[src/rtl/sliding_puzzle_core.sv]
// Sliding-tile puzzle engine for a ROWS x COLS board.
// The board is kept as a flat register of TW-bit tiles, and tile value N-1 is the blank.
// The engine loads a board directly or builds a solvable shuffle by playing
// random legal moves driven by a free-running LFSR.
// In play it applies one move per cycle, counts legal moves and reports a solved board.
`timescale 1ns/1ps
module sliding_puzzle_core #(
  parameter int ROWS       = 2,
  parameter int COLS       = 2,
  parameter int SHUF_MOVES = 64,
  parameter int MCW        = 10,
  localparam int N  = ROWS * COLS,
  localparam int TW = $clog2(N)
) (
  input  logic            clk_d,
  input  logic            rst_n,
  input  logic [1:0]      game_status,
  input  logic [3:0]      act,
  input  logic            set,
  input  logic            random,
  input  logic [N*TW-1:0] load_board,
  output logic [N*TW-1:0] board,
  output logic [TW-1:0]   blank_pos,
  output logic [MCW-1:0]  move_cnt,
  output logic            win_flag,
  output logic            busy,
  output logic            load_err
);

  localparam int SCW = $clog2(SHUF_MOVES + 1);

  localparam logic [1:0] ST_CHOOSE = 2'b00;
  localparam logic [1:0] ST_GAMING = 2'b01;
  localparam logic [1:0] ST_INIT   = 2'b10;

  localparam logic [TW-1:0] BLANK = TW'(N - 1);

  function automatic logic [N*TW-1:0] solved_board();
    logic [N*TW-1:0] b;
    b = '0;
    for (int i = 0; i < N; i++) b[i*TW +: TW] = TW'(i);
    return b;
  endfunction

  localparam logic [N*TW-1:0] SOLVED = solved_board();

  // Returns {legal, partner index} for moving the blank at pos in direction dir
  // (0 up, 1 right, 2 down, 3 left). The partner equals pos when illegal.
  function automatic logic [TW:0] step_to(input logic [TW-1:0] pos, input logic [1:0] dir);
    int  p, r, c, q;
    logic ok;
    p  = int'(pos);
    r  = p / COLS;
    c  = p % COLS;
    ok = 1'b0;
    q  = p;
    case (dir)
      2'd0: begin ok = (r > 0);        q = p - COLS; end
      2'd1: begin ok = (c < COLS - 1); q = p + 1;    end
      2'd2: begin ok = (r < ROWS - 1); q = p + COLS; end
      default: begin ok = (c > 0);     q = p - 1;    end
    endcase
    if (!ok) q = p;
    return {ok, TW'(q)};
  endfunction

  logic [N*TW-1:0] board_q, board_d;
  logic [TW-1:0]   blank_q, blank_d;
  logic [MCW-1:0]  move_cnt_q, move_cnt_d;
  logic            win_q, win_d;
  logic            busy_q, busy_d;
  logic            err_q, err_d;
  logic [SCW-1:0]  shuf_q, shuf_d;
  logic [15:0]     lfsr_q, lfsr_d;

  logic            do_move;
  logic [TW-1:0]   partner;
  logic [TW:0]     st;
  logic [1:0]      dir;
  logic            found;
  logic [TW-1:0]   found_idx;

  // Next-state logic: shuffle sequencing, loads, play moves, counters and win detection.
  always_comb begin
    board_d    = board_q;
    blank_d    = blank_q;
    move_cnt_d = move_cnt_q;
    win_d      = (board_q == SOLVED) && (game_status == ST_GAMING) && !busy_q;
    busy_d     = busy_q;
    err_d      = 1'b0;
    shuf_d     = shuf_q;
    lfsr_d     = {lfsr_q[14:0], lfsr_q[15] ^ lfsr_q[13] ^ lfsr_q[12] ^ lfsr_q[10]};
    do_move    = 1'b0;
    partner    = blank_q;
    st         = '0;
    dir        = 2'd0;
    found      = 1'b0;
    found_idx  = '0;

    if (busy_q) begin
      // A random direction that hits an edge is flipped; the opposite move is always legal.
      st = step_to(blank_q, lfsr_q[1:0]);
      if (!st[TW]) st = step_to(blank_q, lfsr_q[1:0] ^ 2'd2);
      do_move = 1'b1;
      partner = st[TW-1:0];
      shuf_d  = shuf_q - 1'b1;
      if (shuf_q == SCW'(1)) busy_d = 1'b0;
    end else begin
      case (game_status)
        ST_CHOOSE: begin
          if (set) begin
            if (random) begin
              board_d    = SOLVED;
              blank_d    = BLANK;
              move_cnt_d = '0;
              busy_d     = 1'b1;
              shuf_d     = SCW'(SHUF_MOVES);
            end else begin
              // Scanning downwards leaves the lowest index that holds the blank.
              for (int i = N - 1; i >= 0; i--) begin
                if (load_board[i*TW +: TW] == BLANK) begin
                  found     = 1'b1;
                  found_idx = TW'(i);
                end
              end
              if (found) begin
                board_d = load_board;
                blank_d = found_idx;
              end else begin
                err_d = 1'b1;
              end
            end
          end
        end
        ST_GAMING: begin
          if (|act) begin
            if (act[0])      dir = 2'd0;
            else if (act[1]) dir = 2'd1;
            else if (act[2]) dir = 2'd2;
            else             dir = 2'd3;
            st = step_to(blank_q, dir);
            if (st[TW]) begin
              do_move = 1'b1;
              partner = st[TW-1:0];
              if (move_cnt_q != '1) move_cnt_d = move_cnt_q + 1'b1;
            end
          end
        end
        ST_INIT: move_cnt_d = '0;
        default: ;
      endcase
    end

    if (do_move) begin
      board_d[int'(blank_q)*TW +: TW] = board_q[int'(partner)*TW +: TW];
      board_d[int'(partner)*TW +: TW] = board_q[int'(blank_q)*TW +: TW];
      blank_d = partner;
    end
  end

  // State registers; reset restores the solved board and aborts any shuffle.
  always_ff @(posedge clk_d or negedge rst_n) begin
    if (!rst_n) begin
      board_q    <= SOLVED;
      blank_q    <= BLANK;
      move_cnt_q <= '0;
      win_q      <= 1'b0;
      busy_q     <= 1'b0;
      err_q      <= 1'b0;
      shuf_q     <= '0;
      lfsr_q     <= 16'hACE1;
    end else begin
      board_q    <= board_d;
      blank_q    <= blank_d;
      move_cnt_q <= move_cnt_d;
      win_q      <= win_d;
      busy_q     <= busy_d;
      err_q      <= err_d;
      shuf_q     <= shuf_d;
      lfsr_q     <= lfsr_d;
    end
  end

  assign board     = board_q;
  assign blank_pos = blank_q;
  assign move_cnt  = move_cnt_q;
  assign win_flag  = win_q;
  assign busy      = busy_q;
  assign load_err  = err_q;

endmodule

[config.mk]
export PLATFORM = sky130hd
export DESIGN_NAME = sliding_puzzle_core
export DESIGN_NICKNAME = d
export VERILOG_FILES = /design/src/rtl/sliding_puzzle_core.sv
export SDC_FILE = /design/constraint.sdc
export NUM_CORES = 1
export LEC_CHECK = 0
export ABC_AREA = 1
export CAP_MARGIN = 40
export CORE_UTILIZATION = 55
export DETAILED_ROUTE_END_ITERATION = 6
export PLACE_DENSITY = 0.78
export SYNTH_ARGS = -nofsm -noshare
export SYNTH_HDL_FRONTEND = slang
export SYNTH_SLANG_ARGS = --single-unit
[constraint.sdc]
create_clock -name clk_d -period 7.33 [get_ports clk_d]
set_clock_uncertainty 0.1 [all_clocks]
set_input_delay 1.0995 -clock clk_d [delete_from_list [all_inputs] [get_ports clk_d]]
set_output_delay 1.0995 -clock clk_d [all_outputs]
set_load 0.005 [all_outputs]
### Yosys cells after proc, flatten, opt, wreduce, memory -nomap -nowiden

Cells that the tools add are included.

* add/sub/neg operators: 8
* order comparisons: 4
* equal/unequal tests: 21
* shift operators: 6
* muxes and demuxes: 74
* bitwise logic cells: 5
* reduce and logical (&&, ||, !) cells: 18

Operators with widths (number)
* 3-bit negation with 33-bit output: 2
* 2-bit by 33-bit variable shift with 8-bit output, first input constant: 2
* 2-bit by 33-bit indexed part select with 8-bit output: 2
* 10-bit two-way mux: 5
* 8-bit two-way mux: 6
* 2-bit two-way mux: 21
* 10-bit case mux with 3 select lines: 1
* 1-bit two-way mux: 29
* 7-bit two-way mux: 4
* 2-bit case mux with 3 select lines: 3
* 8-bit bitwise mux: 2
* 2-bit == test, second input constant: 8
* 8-bit by 4-bit indexed part select with 2-bit output: 2
* 10-bit by 1-bit adder with 10-bit output, second input constant: 1
* 10-bit != test, second input constant: 1
* 2-bit nonzero test: 5
* 1-bit case mux with 3 select lines: 3
* 2-bit by 1-bit == test with 1-bit output, second input constant: 4
* 8-bit == test, second input constant: 1
* 2-bit logical NOT: 4
* 2-bit by 1-bit != test with 1-bit output, second input constant: 4
* 7-bit by 1-bit == test with 1-bit output, second input constant: 1
* 7-bit AND reduction: 1
* 7-bit by 1-bit subtractor with 7-bit output, second input constant: 1
* other kinds (15): 23

* bits in registers: 46
* input port bits: 18

### Logic depth before layout (Yosys ltp)

Gate-level depths: netlist of the first run.

* depth in word-level cells: 20
* depth in mapped cells: 19
* depth with buffers taken out: 19

### Worst setup path after synthesis of the first run

No wires, ideal clock.

* path kind: in2reg
* start: input port game_status[1]
* end: register board_q[0], in the netlist board[0]
* arrival: 2694 ps
* required time: 7143 ps
* slack: 4449 ps
* stages: 13
* buffers on the path: 1
* path through: inv_1 ha_1 nand3_2 nand2_4 nand2_2 nand2_2 nand2_4 buf_8 ha_1 nand2_1 o31ai_1 inv_1 a22oi_1

* cells in the longest elaborated chain, start to end: 8
* elaborated cells on any way between the ends: 16
* classes of those cells: add/sub: 1; eq/ne: 1; shift: 4; mux: 9; reduce/logical: 1

Ends and longest elaborated chain
* start: declaration: line 17 `input logic [1:0] game_status,`
* 2-bit by 1-bit == test with 1-bit output: line 109 `case (game_status)`
* 2-bit two-way mux: line 109
* 2-bit two-way mux: line 100 `if (busy_q) begin`
* 8-bit by 4-bit indexed part select with 2-bit output: line 155 `board_d[int'(blank_q)*TW +: TW] = board_q[int'(partner)*TW +: TW];`
* 2-bit by 33-bit indexed part select with 8-bit output: line 155
* 8-bit bitwise mux: line 155
* 8-bit bitwise mux: line 156 `board_d[int'(partner)*TW +: TW] = board_q[int'(blank_q)*TW +: TW];`
* 8-bit two-way mux (*): line 154 `if (do_move) begin`
* net board_d[0]: line 67 `logic [N*TW-1:0] board_q, board_d;`
* end signal: assignment: line 173 `board_q <= board_d;`
* end: declaration: line 67

Mark *: on every way through the listed nets, which the timed path passes. The rest lies on a longest branch.
A chain may end at the register's enable or synchronous reset.

### Worst setup path after layout of the first run

* start: input port game_status[0]
* end: register move_cnt_q[7], in the netlist move_cnt[7]

* cells in the longest elaborated chain, start to end: 3
* elaborated cells on any way between the ends: 11
* classes of those cells: eq/ne: 7; mux: 1; reduce/logical: 3

Ends and longest elaborated chain
* 2-bit by 1-bit == test with 1-bit output (tied with other cells): line 109
* 2-bit by 1-bit != test with 1-bit output (no source line) (tied with other cells)
* 7-bit AND reduction (no source line)
* end signal: assignment: line 175 `move_cnt_q <= move_cnt_d;`
* end: declaration: line 69 `logic [MCW-1:0] move_cnt_q, move_cnt_d;`

Several ways; a longest one is shown, not always the timed one.

==> flow_metrics.py, run 1 <==
metrics = {
    "clocking": {
        "numCtsBuffers": 5,
        "cts.repair.resized": 0,
        "cts_root_buf": "clkbuf_8",
        "hold_buffers": 0,
        "htree_num_levels": 2,
        "path_clk_slew_ns": 0.10,
        "clock_latency_ns": 0.31,
        "postCtsSetupBuffers": 0,
        "cts_num_sinks": 46,
        "cts_tree": "yes",
        "clockBufferDepth": 2,
    },
    "floorplan": {
        "initial_utilization_pct": 58.55,
        "fp-row-count": 25,
        "core_area_sq_mm": 0.004848,
        "die_h_microns": 73.85,
        "dieWidth_microns": 73.85,
        "dieArea_sq_mm": 0.005453,
        "ios": 41,
    },
    "worst_setup_path": {
        "worst_ep_required_time_ns": 7.46,
        "cp.depth": 15,
        "crit_type": "primary input to flip-flop",
        "cp_top_family": "simple AND/OR/NAND/NOR gates",
        "critPathMaxFanout": 9,
        "crit_buf_inv": 3,
        "critPathCaptureType": "flip-flop",
        "max_stage_delay_ns": 0.44,
        "crit_chain": "clkdlybuf4s50_1 > inv_1 > ha_1 > nand2_1 > nor2_2 > nand2_2 > o21ai_1 > nand2_2 > nand2_2 > nand2_1 > nor2_1 > inv_1 > o21ai_1 > nand2_1 > a31oi_1",
        "rr_worst_depth": 14,
        "crit_path_start_kind": "primary input",
        "critPathSlowestCell": "clkdlybuf4s50_1",
        "arrival_ns": 3.46,
    },
    "cells_and_area": {
        "fin_util_pct": 69.96,
        "antenna_cells": 0,
        "fin_area_sq_mm": 0.003392,
        "area_growth_pct": 19.48,
        "drive_above_1_share_pct": 14.57,
        "multi_input_area_sq_mm": 0.001434,
        "fill_cells": 406,
        "num-nets-final": 435,
        "regArea_sq_mm": 0.001169,
    },
    "synth": {
        "synthFlopType": "dfrtp_1",
        "avgSynthCellArea_sq_um": 7.886,
        "synth-seq-cells": 46,
        "synth_common_cells": "nand2_1 (77), inv_1 (47), nor2_1 (33), dfrtp_1 (32), o21ai_0 (27)",
        "ys_types": 41,
        "ys_warn_count": 0,
        "yosysTopAreaCellShare_pct": 28.21,
        "synth_seq_area_share_pct": 41.16,
        "synth.largest_area_cell": "dfrtp_1",
        "syn_nets": 391,
        "async_reset_ff_share_pct": 100.0,
        "yosysMostFrequentCell": "nand2_1",
        "syn_area_sq_mm": 0.002839,
        "synth_edf_count": 0,
        "netlist_instances": 360,
        "synth_area_leaders": "dfrtp_1 (28%), dfstp_2 (13%), nand2_1 (10%)",
    },
    "sta": {
        "period_minus_slack_ns": 3.332,
        "finalSetupViolCount": 0,
        "finalCritPeriodShare_pct": 45.46,
        "hold_violations": 0,
        "max_freq_mhz": 300.1,
        "report.final.slew_viol_count": 0,
        "maxSlewHeadroom_pct": 69.67,
        "worst_pin_slew_ns": 0.4545,
        "setup_tns_ns": 0,
        "rsz0062_at_grt": "false",
    },
    "routing": {
        "dr.pass1.iters": 4,
        "ant_nets": 0,
        "routed_wl_microns": 6916,
        "vias_per_cell": 5.432,
        "drt_iter0_drc": 168,
        "vias": 2564,
        "wl_per_cell_microns": 14.65,
        "route.detailed.drc": 0,
    },
    "power": {
        "power_density_mw_per_mm2": 137.0,
        "leakagePower_nw": 1.644,
        "pwr-share-comb_pct": 7.5,
        "p_sw_share_pct": 26.08,
        "p_seq_share_pct": 55.4,
        "intPower_mw": 0.3435,
        "p_switching_mw": 0.1212,
        "clock_power_share_pct": 37.1,
        "vdd_ir_drop_max_mv": 0.06911,
    },
    "global_route": {
        "track_usage_pct": 27.11,
        "grt_pass1_wl_microns": 10920,
        "antenna_found_initial": 0,
        "overflow": 0,
        "grt_pass1_vias": 2338,
        "grt_max_degree": 33,
    },
    "min_path": {
        "min_delay_path_depth": 0,
        "worstHoldPathType": "flip-flop to flip-flop",
    },
    "placed_design": {
        "placed_area_sq_mm": 0.003294,
        "place_congestion": 0.9432,
        "io_buffers": 40,
        "hpwl_microns": 5146,
    },
    "outcome": {
        "status": "completed",
    },
    "job": {
        "max_cap_violations": 0,
    },
}
-- cell type report --
class	count	share of cell area, %
multi-input cells	260	42.27
well taps	67	2.471
repair buffers	41	12.25
inverters	50	5.681
clock buffers	5	2.029
clock inverters	3	0.8484
flip-flops and latches	46	34.45
-- registers in the layout (all words and copies together), names as in the netlist --
register and flops:
board 8, lfsr_q 16, load_err 1, busy 1, move_cnt 10, blank_pos 2, win_flag 1, shuf_q 7
-- path summary, 6_finish.rpt --
| kind | from | endpoint | slack [ns] |
|---|---|---|---|
| hold reg to reg | lfsr_q[14] | lfsr_q[15] | 0.26 |
| setup reg to reg | blank_pos[0] | board[4] | 4.11 |
| hold / removal | lfsr_q[14] | lfsr_q[15] | 0.26 |
| max in group asynchronous | rst_n | lfsr_q[5] | 6.00 |
| setup / recovery | game_status[0] | move_cnt[7] | 4.00 |
| min in group asynchronous | rst_n | lfsr_q[14] | 0.58 |
-- layer usage --
layer	vias to the layer above	part of all wire (%)	global-route usage (%)
li1	1277	-	-
met1	1163	45	36.43
met2	113	47	44.34
met3	11	6.2	4.115
met4	0	1.8	9.615
met5	-	0	0
-- logic make-up (layout without fill, tap and decap cells) --
logic type	count (synthesis)	after routing	synth area share, %
AND/OR/NAND/NOR	172	172	28.78
AO/OA/AOI/OAI	72	72	15.07
buffers and inverters	54	99	8.329
flip-flops	46	46	41.16
adder cells (fa/ha/maj)	13	13	5.730
XOR/XNOR	3	3	0.9257
-- metrics by stage --
| stage | std cells | setup slack [ns] | hold slack (ns) | total power [mW] |
|---|---|---|---|---|
| 2_1_floorplan | 360 | 4.449 | 0.2312 | 0.2732 |
| 3_3_place_gp | 463 | 3.766 | 0.2371 | 0.2950 |
| 3_5_place_dp | 464 | 3.688 | 0.2372 | 0.2969 |
| 4_1_cts | 472 | 4.008 | 0.2667 | 0.4679 |
| 5_1_grt | 472 | 3.779 | 0.2663 | 0.4819 |
| 6_report | 472 | 3.998 | 0.2624 | 0.4647 |
-- layout by cell type, fill, tap and decap left out, drive strengths merged, types with 3 or more instances in the layout --
cell type	n
ha	13
clkbuf	5
nor3	7
dfrtp	32
clkdlybuf4s50	39
nand4	6
a21oi	21
nand2	90
nor4	3
nand3	24
a31oi	3
o211ai	4
dfstp	14
inv	52
o21ai	34
nor2	38
-- power groups by stage --
stage	Combinational (mW)	Sequential [mW]	Clock [mW]
finish	0.0350	0.257	0.173
global route	0.0389	0.258	0.185
CTS	0.0353	0.257	0.175
detailed placement	0.0350	0.262	0
global placement	0.0330	0.262	0
floorplan	0.0113	0.262	0
-- worst reg2reg max path: cells and delay by family (launching register included) --
family	cells	cell delay, ns
adder cells (fa/ha/maj)	2	0.78
AO/OA/AOI/OAI	4	0.54
flip-flops	1	0.75
AND/OR/NAND/NOR	6	0.74
buffers and inverters	2	0.24
No activity file was read; power rests on OpenSTA's default activity.
==> inputs of run 2 (changes only) <==
==> constraint.sdc (replaced) <==
create_clock -name clk_d -period 3.3 [get_ports clk_d]
set_clock_uncertainty 0.1 [all_clocks]
set_input_delay 0.495 -clock clk_d [delete_from_list [all_inputs] [get_ports clk_d]]
set_output_delay 0.495 -clock clk_d [all_outputs]
set_load 0.005 [all_outputs]
==> run 2 against run 1 <==
Utilization up 0.44 points. Combinational power up 120%. Sequential power up 120%. Count of clock-buffer cells in the layout unchanged. Design area up 0.63%.
==> flow_metrics.py, run 2 (synthesis results as in run 1) <==
metrics = {
    "power": {
        "leakagePower_nw": 1.655,
        "power_density_mw_per_mm2": 298.8,
        "vdd_ir_drop_max_mv": 0.1704,
    },
    "floorplan": {
        "core_area_sq_mm": 0.004848,
        "ios": 41,
        "initial_utilization_pct": 58.55,
        "die_h_microns": 73.85,
        "dieWidth_microns": 73.85,
        "dieArea_sq_mm": 0.005453,
        "fp-row-count": 25,
    },
    "routing": {
        "drt_iter0_drc": 137,
        "routed_wl_microns": 7266,
        "wl_per_cell_microns": 15.30,
        "vias_per_cell": 5.499,
        "ant_nets": 0,
        "vias": 2612,
        "dr.pass1.iters": 4,
        "route.detailed.drc": 0,
    },
    "global_route": {
        "overflow": 0,
        "grt_pass1_vias": 2430,
        "antenna_found_initial": 0,
        "grt_max_degree": 29,
        "grt_pass1_wl_microns": 11590,
        "track_usage_pct": 28.70,
    },
    "cells_and_area": {
        "layout_common_cells": "nand2_1 (77), inv_1 (47), clkdlybuf4s50_1 (39)",
        "area_growth_pct": 20.23,
        "num-nets-final": 438,
        "antenna_cells": 0,
        "largest-register": "lfsr_q",
        "drive_above_1_share_pct": 15.20,
        "largest_register_ff_count": 16,
        "fin_util_pct": 70.40,
        "final_common_cell": "nand2_1",
    },
    "worst_setup_path": {
        "critPathCaptureType": "flip-flop",
        "crit_chain": "inv_1 > ha_1 > a21oi_1 > o21ai_0 > nand2_1 > nor2_1 > nor2_1 > nor2_4 > ha_1 > inv_1 > nand2_1 > inv_1 > nand2_1 > a21oi_1 > nand2_1 > nand2_1",
        "worst_ep_required_time_ns": 3.44,
        "cp_top_family": "simple AND/OR/NAND/NOR gates",
        "crit_top_cell": "nand2_1",
        "crit_path_start_kind": "flip-flop",
        "r2r-start": "blank_pos[1]",
        "r2r_slack_ns": 0.32,
        "crit_start": "blank_pos[1]",
        "max_stage_delay_ns": 0.54,
        "critPathMaxFanout": 7,
        "arrival_ns": 3.12,
        "crit_type": "flip-flop to flip-flop",
        "r2r-end": "board[3]",
        "critPathSlowestCell": "dfstp_2",
        "rr_worst_depth": 16,
        "crit_buf_inv": 3,
    },
    "clocking": {
        "hold_buffers": 0,
        "cts.repair.resized": 0,
        "path_clk_slew_ns": 0.10,
        "cts_root_buf": "clkbuf_8",
        "numCtsBuffers": 5,
        "htree_num_levels": 2,
        "clockBufferDepth": 2,
        "cts_tree": "yes",
        "clock_latency_ns": 0.31,
        "cts_num_sinks": 46,
        "postCtsSetupBuffers": 0,
    },
    "sta": {
        "report.final.slew_viol_count": 0,
        "finalSetupViolCount": 0,
        "worst_pin_slew_ns": 0.4601,
        "hold_violations": 0,
        "maxSlewHeadroom_pct": 69.33,
        "finalCritPeriodShare_pct": 90.16,
        "period_minus_slack_ns": 2.975,
        "max_freq_mhz": 336.1,
        "setup_tns_ns": 0,
        "rsz0062_at_grt": "false",
    },
    "placed_design": {
        "io_buffers": 40,
        "hpwl_microns": 5467,
        "place_congestion": 0.9852,
    },
    "job": {
        "max_cap_violations": 0,
    },
    "outcome": {
        "status": "completed",
    },
    "min_path": {
        "worstHoldPathType": "primary input to async pin",
    },
}
==> run 2: area by class of cell <==
class	count	area (sq um)
clock buffer	5	68.82
clock inverter	3	27.53
fill	387	1435
inverter	50	192.7
multi-input combinational	260	1434
sequential	46	1169
tap	67	83.83
timing repair buffer	44	437.9
==> run 2: report_power, final <==
group          internal, mW  switching (mW)  total, mW
logic                0.0359          0.0414     0.0772
clock network         0.157           0.214      0.371
registers             0.568         0.00385      0.572
==> run 2: worst max-delay path by stage <==
stage | to | cells past startpoint | slack [ns]
finish | board[3] | 16 | 0.32
global placement | move_cnt[8] | 13 | 0.34
detailed placement | move_cnt[7] | 15 | 0.30
CTS | board[3] | 16 | 0.37
global route | board[0] | 13 | 0.15
floorplan | board[3] | 18 | 0.53
==> run 2: through the flow <==
step	total power, mW	worst slack, ns	hold WS, ns	cell area [sq um]	std cells
after floorplan	0.6068	0.5253	0.09941	2839	360
after global placement	0.6550	0.3356	0.2359	3297	466
after detailed placement	0.6592	0.2991	0.2347	3317	467
after CTS	1.032	0.3654	0.03770	3413	475
after global routing	1.063	0.1521	0.05088	3413	475
final	1.020	0.3246	0.02257	3413	475
==> run 2: layer usage <==
layer	track usage (%)	share of wire [%]
met1	36.55	44
met2	48.42	48
met3	5.075	6.2
met4	10.90	2.3
met5	0	0
